==> config.mk <==
export PLATFORM = sky130hd
export DESIGN_NAME = masked_and_arbiter
export DESIGN_NICKNAME = d
export VERILOG_FILES = /design/src/rtl/masked_pkg.sv /design/src/rtl/and_gate_masked.sv /design/src/rtl/masked_and_arbiter.sv
export SDC_FILE = /design/constraint.sdc
export NUM_CORES = 1
export LEC_CHECK = 0
export ABC_CLOCK_PERIOD_IN_PS = 1800
export CORE_MARGIN = 5
export CORE_UTILIZATION = 45
export DETAILED_ROUTE_END_ITERATION = 8
export PLACE_DENSITY = 0.77
export SKIP_CTS_REPAIR_TIMING = 1
export SLEW_MARGIN = 5
export SYNTH_ARGS = -nofsm -noshare
export SYNTH_HDL_FRONTEND = slang
export SYNTH_SLANG_ARGS = --single-unit
==> constraint.sdc <==
create_clock -name clk -period 1.8 [get_ports clk]
set_input_delay 0.36 -clock clk [delete_from_list [all_inputs] [get_ports clk]]
set_output_delay 0.36 -clock clk [all_outputs]
set_load 0.01 [all_outputs]
==> src/rtl/masked_pkg.sv <==
// Shared definitions for the masked AND arbiter: FSM state encoding,
// LFSR geometry, default seed, feedback taps and the LFSR step function.
package masked_pkg;

  localparam int LFSR_W = 16;
  localparam logic [LFSR_W-1:0] LFSR_SEED_DEF = 16'hACE1;

  // Fibonacci feedback taps, XORed together and shifted in at bit 0.
  localparam int TAP0 = 15;
  localparam int TAP1 = 13;
  localparam int TAP2 = 12;
  localparam int TAP3 = 10;

  typedef enum logic [1:0] {
    ST_IDLE = 2'd0,
    ST_EVAL = 2'd1,
    ST_RESP = 2'd2
  } state_e;

  function automatic logic [LFSR_W-1:0] lfsr_step(input logic [LFSR_W-1:0] l);
    return {l[LFSR_W-2:0], l[TAP0] ^ l[TAP1] ^ l[TAP2] ^ l[TAP3]};
  endfunction

endpackage

==> src/rtl/and_gate_masked.sv <==
// First-order masked AND core (domain-oriented style), purely combinational.
// Ports:
//   a0_i, a1_i : Boolean shares of A
//   b0_i, b1_i : Boolean shares of B
//   r_i        : one fresh random bit that masks the cross-domain terms
//   y0_o, y1_o : output shares, y0_o ^ y1_o = A & B
// Each output share only combines its own domain's share with one
// cross-domain product, and the cross products are always masked by r_i,
// so a0/a1 and b0/b1 are never combined with each other directly.
module and_gate_masked (
  input  logic a0_i,
  input  logic a1_i,
  input  logic b0_i,
  input  logic b1_i,
  input  logic r_i,
  output logic y0_o,
  output logic y1_o
);

  assign y0_o = (a0_i & b0_i) ^ ((a0_i & b1_i) ^ r_i);
  assign y1_o = (a1_i & b1_i) ^ ((a1_i & b0_i) ^ r_i);

endmodule

==> src/rtl/masked_and_arbiter.sv <==
// Two-requester front end for a masked AND core.
// A round-robin arbiter accepts one operation in IDLE, the captured shares
// are evaluated in EVAL with a fresh LFSR bit, and the result is held in
// RESP until the consumer takes it.
// Ports:
//   clk, rst                  : clock, synchronous active-high reset
//   reqN_valid / reqN_ready   : per-requester handshake (N = 0, 1)
//   reqN_a0/a1/b0/b1          : per-requester input shares
//   seed_load, seed           : LFSR reseed (IDLE only; zero maps to LFSR_SEED)
//   rsp_valid / rsp_ready     : response handshake
//   rsp_id, rsp_y0, rsp_y1    : response owner and output shares
//   busy                      : FSM is not in IDLE
//
// state | meaning
// IDLE  | waiting for a request; grants one and captures its shares
// EVAL  | core evaluates captured shares with r = lfsr[0]; LFSR advances
// RESP  | response held until rsp_ready
module masked_and_arbiter
  import masked_pkg::*;
#(
  parameter logic [LFSR_W-1:0] LFSR_SEED = LFSR_SEED_DEF
) (
  input  logic              clk,
  input  logic              rst,
  input  logic              req0_valid,
  output logic              req0_ready,
  input  logic              req0_a0,
  input  logic              req0_a1,
  input  logic              req0_b0,
  input  logic              req0_b1,
  input  logic              req1_valid,
  output logic              req1_ready,
  input  logic              req1_a0,
  input  logic              req1_a1,
  input  logic              req1_b0,
  input  logic              req1_b1,
  input  logic              seed_load,
  input  logic [LFSR_W-1:0] seed,
  output logic              rsp_valid,
  input  logic              rsp_ready,
  output logic              rsp_id,
  output logic              rsp_y0,
  output logic              rsp_y1,
  output logic              busy
);

  state_e            state_q;
  logic [LFSR_W-1:0] lfsr_q, lfsr_d;
  logic              last_grant_q;
  logic              a0_q, a1_q, b0_q, b1_q;
  logic              id_q;
  logic              rsp_valid_q, rsp_id_q, rsp_y0_q, rsp_y1_q;

  logic              grant_vld;
  logic              grant_id;
  logic              core_y0, core_y1;

  // Round-robin: on contention the requester not served last wins.
  always_comb begin
    grant_vld = 1'b0;
    grant_id  = 1'b0;
    if (state_q == ST_IDLE) begin
      if (req0_valid && req1_valid) begin
        grant_vld = 1'b1;
        grant_id  = ~last_grant_q;
      end else if (req0_valid) begin
        grant_vld = 1'b1;
        grant_id  = 1'b0;
      end else if (req1_valid) begin
        grant_vld = 1'b1;
        grant_id  = 1'b1;
      end
    end
  end

  assign req0_ready = grant_vld & ~grant_id;
  assign req1_ready = grant_vld &  grant_id;

  // A seed loaded alongside a grant is visible in EVAL, so that operation
  // uses the new seed's bit 0. Stepping only in EVAL gives one bit per op.
  always_comb begin
    lfsr_d = lfsr_q;
    if (state_q == ST_IDLE && seed_load) begin
      lfsr_d = (seed == '0) ? LFSR_SEED : seed;
    end else if (state_q == ST_EVAL) begin
      lfsr_d = lfsr_step(lfsr_q);
    end
  end

  and_gate_masked u_core (
    .a0_i (a0_q),
    .a1_i (a1_q),
    .b0_i (b0_q),
    .b1_i (b1_q),
    .r_i  (lfsr_q[0]),
    .y0_o (core_y0),
    .y1_o (core_y1)
  );

  always_ff @(posedge clk) begin
    if (rst) begin
      state_q      <= ST_IDLE;
      lfsr_q       <= LFSR_SEED;
      last_grant_q <= 1'b1;
      a0_q         <= 1'b0;
      a1_q         <= 1'b0;
      b0_q         <= 1'b0;
      b1_q         <= 1'b0;
      id_q         <= 1'b0;
      rsp_valid_q  <= 1'b0;
      rsp_id_q     <= 1'b0;
      rsp_y0_q     <= 1'b0;
      rsp_y1_q     <= 1'b0;
    end else begin
      lfsr_q <= lfsr_d;
      case (state_q)
        ST_IDLE: begin
          if (grant_vld) begin
            // Shares stay in separate registers; the mux only selects a source.
            a0_q         <= grant_id ? req1_a0 : req0_a0;
            a1_q         <= grant_id ? req1_a1 : req0_a1;
            b0_q         <= grant_id ? req1_b0 : req0_b0;
            b1_q         <= grant_id ? req1_b1 : req0_b1;
            id_q         <= grant_id;
            last_grant_q <= grant_id;
            state_q      <= ST_EVAL;
          end
        end
        ST_EVAL: begin
          rsp_y0_q    <= core_y0;
          rsp_y1_q    <= core_y1;
          rsp_id_q    <= id_q;
          rsp_valid_q <= 1'b1;
          state_q     <= ST_RESP;
        end
        ST_RESP: begin
          if (rsp_ready) begin
            rsp_valid_q <= 1'b0;
            state_q     <= ST_IDLE;
          end
        end
        default: begin
          rsp_valid_q <= 1'b0;
          state_q     <= ST_IDLE;
        end
      endcase
    end
  end

  assign rsp_valid = rsp_valid_q;
  assign rsp_id    = rsp_id_q;
  assign rsp_y0    = rsp_y0_q;
  assign rsp_y1    = rsp_y1_q;
  assign busy      = (state_q != ST_IDLE);

endmodule

; Word-level counts from Yosys, hierarchy flattened
; Cells that the tools add are included.
; W data, S select, Z words.
[classes]
eq_ne = 4
muxes = 19
n_bitwise = 16
reduce_logical = 9
[ops]
columns = op, n
row1 = $mux W16, 3
row2 = $logic_not A16 Y1, 1
row3 = $mux W1, 12
row4 = $xor A1 B1 Y1, 7
row5 = $and A1 B1 Y1, 6
row6 = $pmux W2 S3, 1
row7 = $reduce_and A2 Y1, 3
row8 = $mux W2, 2
row9 = $ne A2 B2 Y1 const B, 2
row10 = $reduce_bool A2 Y1, 2
row11 = $not A1 Y1, 3
row12 = $pmux W1 S3, 1
row13 = $eq A2 B1 Y1 const B, 1
row14 = $eq A2 B2 Y1 const B, 1
row15 = $logic_and A1 B1 Y1, 2
row16 = $logic_not A2 Y1, 1
[word_totals]
register_bits = 28
inputBits = 30
out_inout_bits = 7
elab_cells = 60

; Logic depth before layout (Yosys ltp)
[logic_depth]
depth_word = 6
depth_mapped = 5
mapped_depth_nobuf = 5

; Hierarchy
; A second synthesis with hierarchy kept.
[hier_totals]
cells_unflattened = 152
hier_area_um2 = 1246.2
[by_module_without_submodules]
columns = module, n_inst, cells_each, area_per_inst_um2, seq_area_each_um2
row1 = masked_and_arbiter, 1, 147, 1212.4, 560.5
row2 = and_gate_masked, 1, 5, 33.8, 0.0

; Worst setup path after synthesis
; No wires, ideal clock.
[synth_timing]
kind = register -> output
startpoint = reg state_q[0]
endpoint = out req0_ready
arrival_ns = 0.925
required_ns = 1.440
slack_ns = 0.515
path_stages_with_launch = 4
path_buffers = 0
cell_sequence = dfxtp_1 -> nor2_1 -> inv_1 -> a211oi_2
[synth_between]
elab_chain_cells = 4
elab_cells_between_ends = 5
classes_between = mux (2) / bitwise (2) / reduce/logical (1)
[synth_lines]
columns = item, line
row1 = start: declaration, masked_and_arbiter.sv:47  ; state_e state_q;
row2 = start signal: assignment, masked_and_arbiter.sv:102  ; state_q <= ST_IDLE;
row3 = start signal: assignment, masked_and_arbiter.sv:126  ; state_q <= ST_EVAL;
row4 = start signal: assignment, masked_and_arbiter.sv:134  ; state_q <= ST_RESP;
row5 = $logic_not A2 Y1 (*), masked_and_arbiter.sv:62  ; if (state_q == ST_IDLE) begin
row6 = $mux W1, masked_and_arbiter.sv:62
row7 = $not A1 Y1, masked_and_arbiter.sv:76  ; assign req0_ready = grant_vld & ~grant_id;
row8 = $and A1 B1 Y1 (*), masked_and_arbiter.sv:76
row9 = end: declaration, masked_and_arbiter.sv:26  ; output logic req0_ready,
; Every way passes the cells marked *; elsewhere a longest branch is shown, timed or not.

; Worst setup path in the final report
[layout_timing]
startpoint = in req1_valid
endpoint = out req0_ready
[layout_between]
elab_chain_cells = 6
elab_cells_between_ends = 10
classes_between = mux (7) / bitwise (2) / reduce/logical (1)
[layout_lines]
columns = item, line
row1 = start: declaration, masked_and_arbiter.sv:31  ; input logic req1_valid,
row2 = $mux W1, masked_and_arbiter.sv:69  ; end else if (req1_valid) begin
row3 = $mux W1, masked_and_arbiter.sv:66  ; end else if (req0_valid) begin
row4 = $mux W1, masked_and_arbiter.sv:63  ; if (req0_valid && req1_valid) begin
row5 = $mux W1, masked_and_arbiter.sv:62
row6 = $not A1 Y1, masked_and_arbiter.sv:76
row7 = $and A1 B1 Y1 (*), masked_and_arbiter.sv:76
; Marks and branches as above.

==> results.sh <==
export IMPL_status="completed"
export IMPL_start_kind="input pin"
export IMPL_final_setup_viol_count=0
export IMPL_grt_pass1_wl_mm=5.478
export IMPL_syn2layout_area_growth_pct=35.44
export IMPL_grt_antenna_before_repair=0
export IMPL_port_buffer_count=36
export IMPL_dr_total_vias=1202
export IMPL_routed_via_density=5.489
export IMPL_clk_pin_slew_ns=0.13
export IMPL_fp_dieW_um=62.63
export IMPL_crit_required_ns=1.44
export IMPL_endpoint_kind="primary output"
export IMPL_drc=0
export IMPL_netlist_area_um2=1246
export IMPL_drt_iter0_drc=52
export IMPL_path_class="input pin to primary output"
export IMPL_hold_path_class="flop to flop"
export IMPL_synth_cells=150
export IMPL_cts_tree="yes"
export IMPL_r2r_cells=5
export IMPL_leakage_nw=0.6855
export IMPL_root_buffer="clkbuf_4"
export IMPL_p_total_mw=1.370
export IMPL_clk_latency_ns=0.31
export IMPL_antennaDiodeCount=0
export IMPL_nNetsFinal=220
export IMPL_slew_headroom=0.7221
export IMPL_drtAntennaViolNets=0
export IMPL_clock_sinks=28
export IMPL_crit_chain="clkdlybuf4s50_1 -> nor2_1 -> a211oi_2 -> clkbuf_2"
export IMPL_finalClockSkew_ns=0.003892
export IMPL_wl_mm=3.183
export IMPL_worstPathMaxFanout=4
export IMPL_critical_path_max_stage_delay_ns=0.52
export IMPL_synth_seq_cells=28
export IMPL_placed_area_um2=1655
export IMPL_dpl_hpwl_mm=2.438
export IMPL_final_cell_area_um2=1688
export IMPL_reg2reg_slack_ns=0.32
export IMPL_grt_pass1_vias=1247
export IMPL_critPathLaunch="req1_valid"
export IMPL_dp_cells=216
export IMPL_grt_overflow=0
export IMPL_worst_path_buf_inv=2
export IMPL_yosys_warnings=0
export IMPL_cp_top_family="buffers and inverters"
export IMPL_hold_start="rsp_id"
export IMPL_rsz0062_at_grt="false"
export IMPL_final_setup_tns_ns=0
export IMPL_min_period_ns=1.707
export IMPL_max_cap_violations=0
export IMPL_min_path_cells=2
export IMPL_cts_buffer_depth=2
export IMPL_syn_nets=180
export IMPL_synth_area_per_cell_um2=8.308
export IMPL_finalMaxSlewViolations=0
export IMPL_crit_arrival_ns=1.35
export IMPL_yosysSeqAreaShare=0.4498
export IMPL_worstReg2RegEnd="lfsr_q[8]"
export IMPL_grt_max_degree=16
export IMPL_h_tree_depth=1
export IMPL_power_density_nw_per_um2=811.4
export IMPL_peakVddDrop_uv=542.5
export IMPL_ys_types=27
export IMPL_drt_first_pass_iters=4
export IMPL_post_route_period_util=0.9484
export IMPL_dieHeight_um=62.63
export IMPL_fp_row_count=19
export IMPL_hold_violations=0
export IMPL_hold_path_end="rsp_id"
export IMPL_wl_per_cell_um=14.53
export IMPL_core_area_um2=2710
export IMPL_layout_drive_gt1_share=0.1117
export IMPL_tightest_slew_ns=0.4168
export IMPL_slowest_stage="clkdlybuf4s50_1"
export IMPL_final_cells=219
export IMPL_timing_rr_start="state_q[1]"
export IMPL_cts_made_buffers=3
export IMPL_routabilityCongestion=0.7808
export IMPL_dieArea_um2=3922
export IMPL_fmax_ghz=0.5858
export IMPL_pin_count=37
export IMPL_start_util=0.4598
export IMPL_grtUsageTotal=0.1640
## through the flow
stage               utilization  setup WS [ns]  hold slack [ns]
finish                   0.6228        0.09290           0.4675
global route             0.6228      0.0008197           0.4953
CTS                      0.6191        -0.3578           0.4739
detailed placement       0.6108        -0.3470           0.4554
global placement         0.6108        -0.2973           0.4456
floorplan                     -         0.5148           0.4323
## cells in the mapped netlist, drive strengths merged
| library cell | number | share of area |
|---|---|---|
| nand2 | 11 | 0.033 |
| o21ai | 13 | 0.052 |
| xnor2 | 2 | 0.014 |
| and4 | 1 | 0.0070 |
| nor2 | 23 | 0.069 |
| clkbuf | 5 | 0.015 |
| a211oi | 1 | 0.010 |
| nand2b | 1 | 0.0050 |
| buf | 6 | 0.037 |
| nand3 | 14 | 0.056 |
| and2b | 1 | 0.0070 |
| a21oi | 17 | 0.068 |
| and3 | 1 | 0.0050 |
| xor2 | 4 | 0.028 |
| o211ai | 1 | 0.0060 |
| o221ai | 8 | 0.066 |
| nor4 | 4 | 0.020 |
| inv | 2 | 0.0060 |
| or3b | 1 | 0.0070 |
| o211a | 1 | 0.0080 |
| dfxtp | 28 | 0.45 |
| a22oi | 4 | 0.024 |
| and2 | 1 | 0.0050 |
## final cells by class
cell class,instances,area [um^2]
repair buffers,46,435.4
flip-flops and latches,28,563.0
multi-input cells,109,620.6
fillers,253,1022
clock buffers,3,22.52
well taps,31,38.79
inverters,2,7.507
## cells by family (layout without fill, tap and decap cells)
kind of cell | after synthesis | after routing | synth area share
XOR/XNOR | 6 | 6 | 0.04217
buffers and inverters | 13 | 51 | 0.05823
AND/OR/NAND/NOR | 58 | 58 | 0.2149
flip-flops | 28 | 28 | 0.4498
AO/OA/AOI/OAI | 45 | 45 | 0.2349
## worst max-delay path by stage
stage                       to  cells past startpoint  slack [ns]
floorplan           req0_ready                      3        0.51
global placement    req0_ready                      4       -0.30
detailed placement  req0_ready                      4       -0.35
CTS                 req0_ready                      4       -0.36
global route        req0_ready                      4      0.0008
finish              req0_ready                      4        0.09
## flip-flops by register name, summed over array words and instances (netlist names)
name          count
a0_q              1
a1_q              1
b0_q              1
b1_q              1
id_q              1
last_grant_q      1
lfsr_q           16
rsp_id            1
rsp_valid         1
rsp_y0            1
rsp_y1            1
state_q           2
## power by group
part           internal, mW  switching [mW]  leakage (nW)
clock                0.0782           0.163        0.0138
combinational         0.200           0.185         0.439
sequential            0.694          0.0489         0.233
## layer usage
metal	routed length, um	global-route usage	up-vias
li1	-	-	614
met1	1392	0.1976	549
met2	1543	0.2824	37
met3	236	0.05576	2
met4	10	0.03183	0
met5	0	0	-
## worst min-delay path: stages, from the launching register on
cell and delay (ns):
dfxtp_1 0.33, nand2_1 0.05, a21oi_1 0.05
## layout by cell type (no fill, tap or decap)
cell type        netlist  final
and2b_2                1      1
nor2_4                 0      1
o221ai_1               6      6
o21ai_0               12     12
dfxtp_1               28     26
a21oi_1               17     17
xnor2_1                2      2
or3b_1                 1      1
clkbuf_4               0      3
o21ai_1                1      1
dfxtp_2                0      2
and4_1                 1      1
o211a_1                1      1
o211ai_1               1      1
o221ai_2               2      2
and3_1                 1      1
clkbuf_2               0      1
and2_0                 1      1
nand3_1               14     14
inv_1                  2      2
nand2_1               11     11
buf_4                  0     10
nor4_1                 4      4
dlymetal6s2s_1         0      2
nand2b_1               1      1
a22oi_1                4      4
a211oi_2               1      1
nor2_1                23     22
xor2_1                 4      4
clkdlybuf4s50_1        0     33
Note: power is estimated with default switching activity, not from simulation.
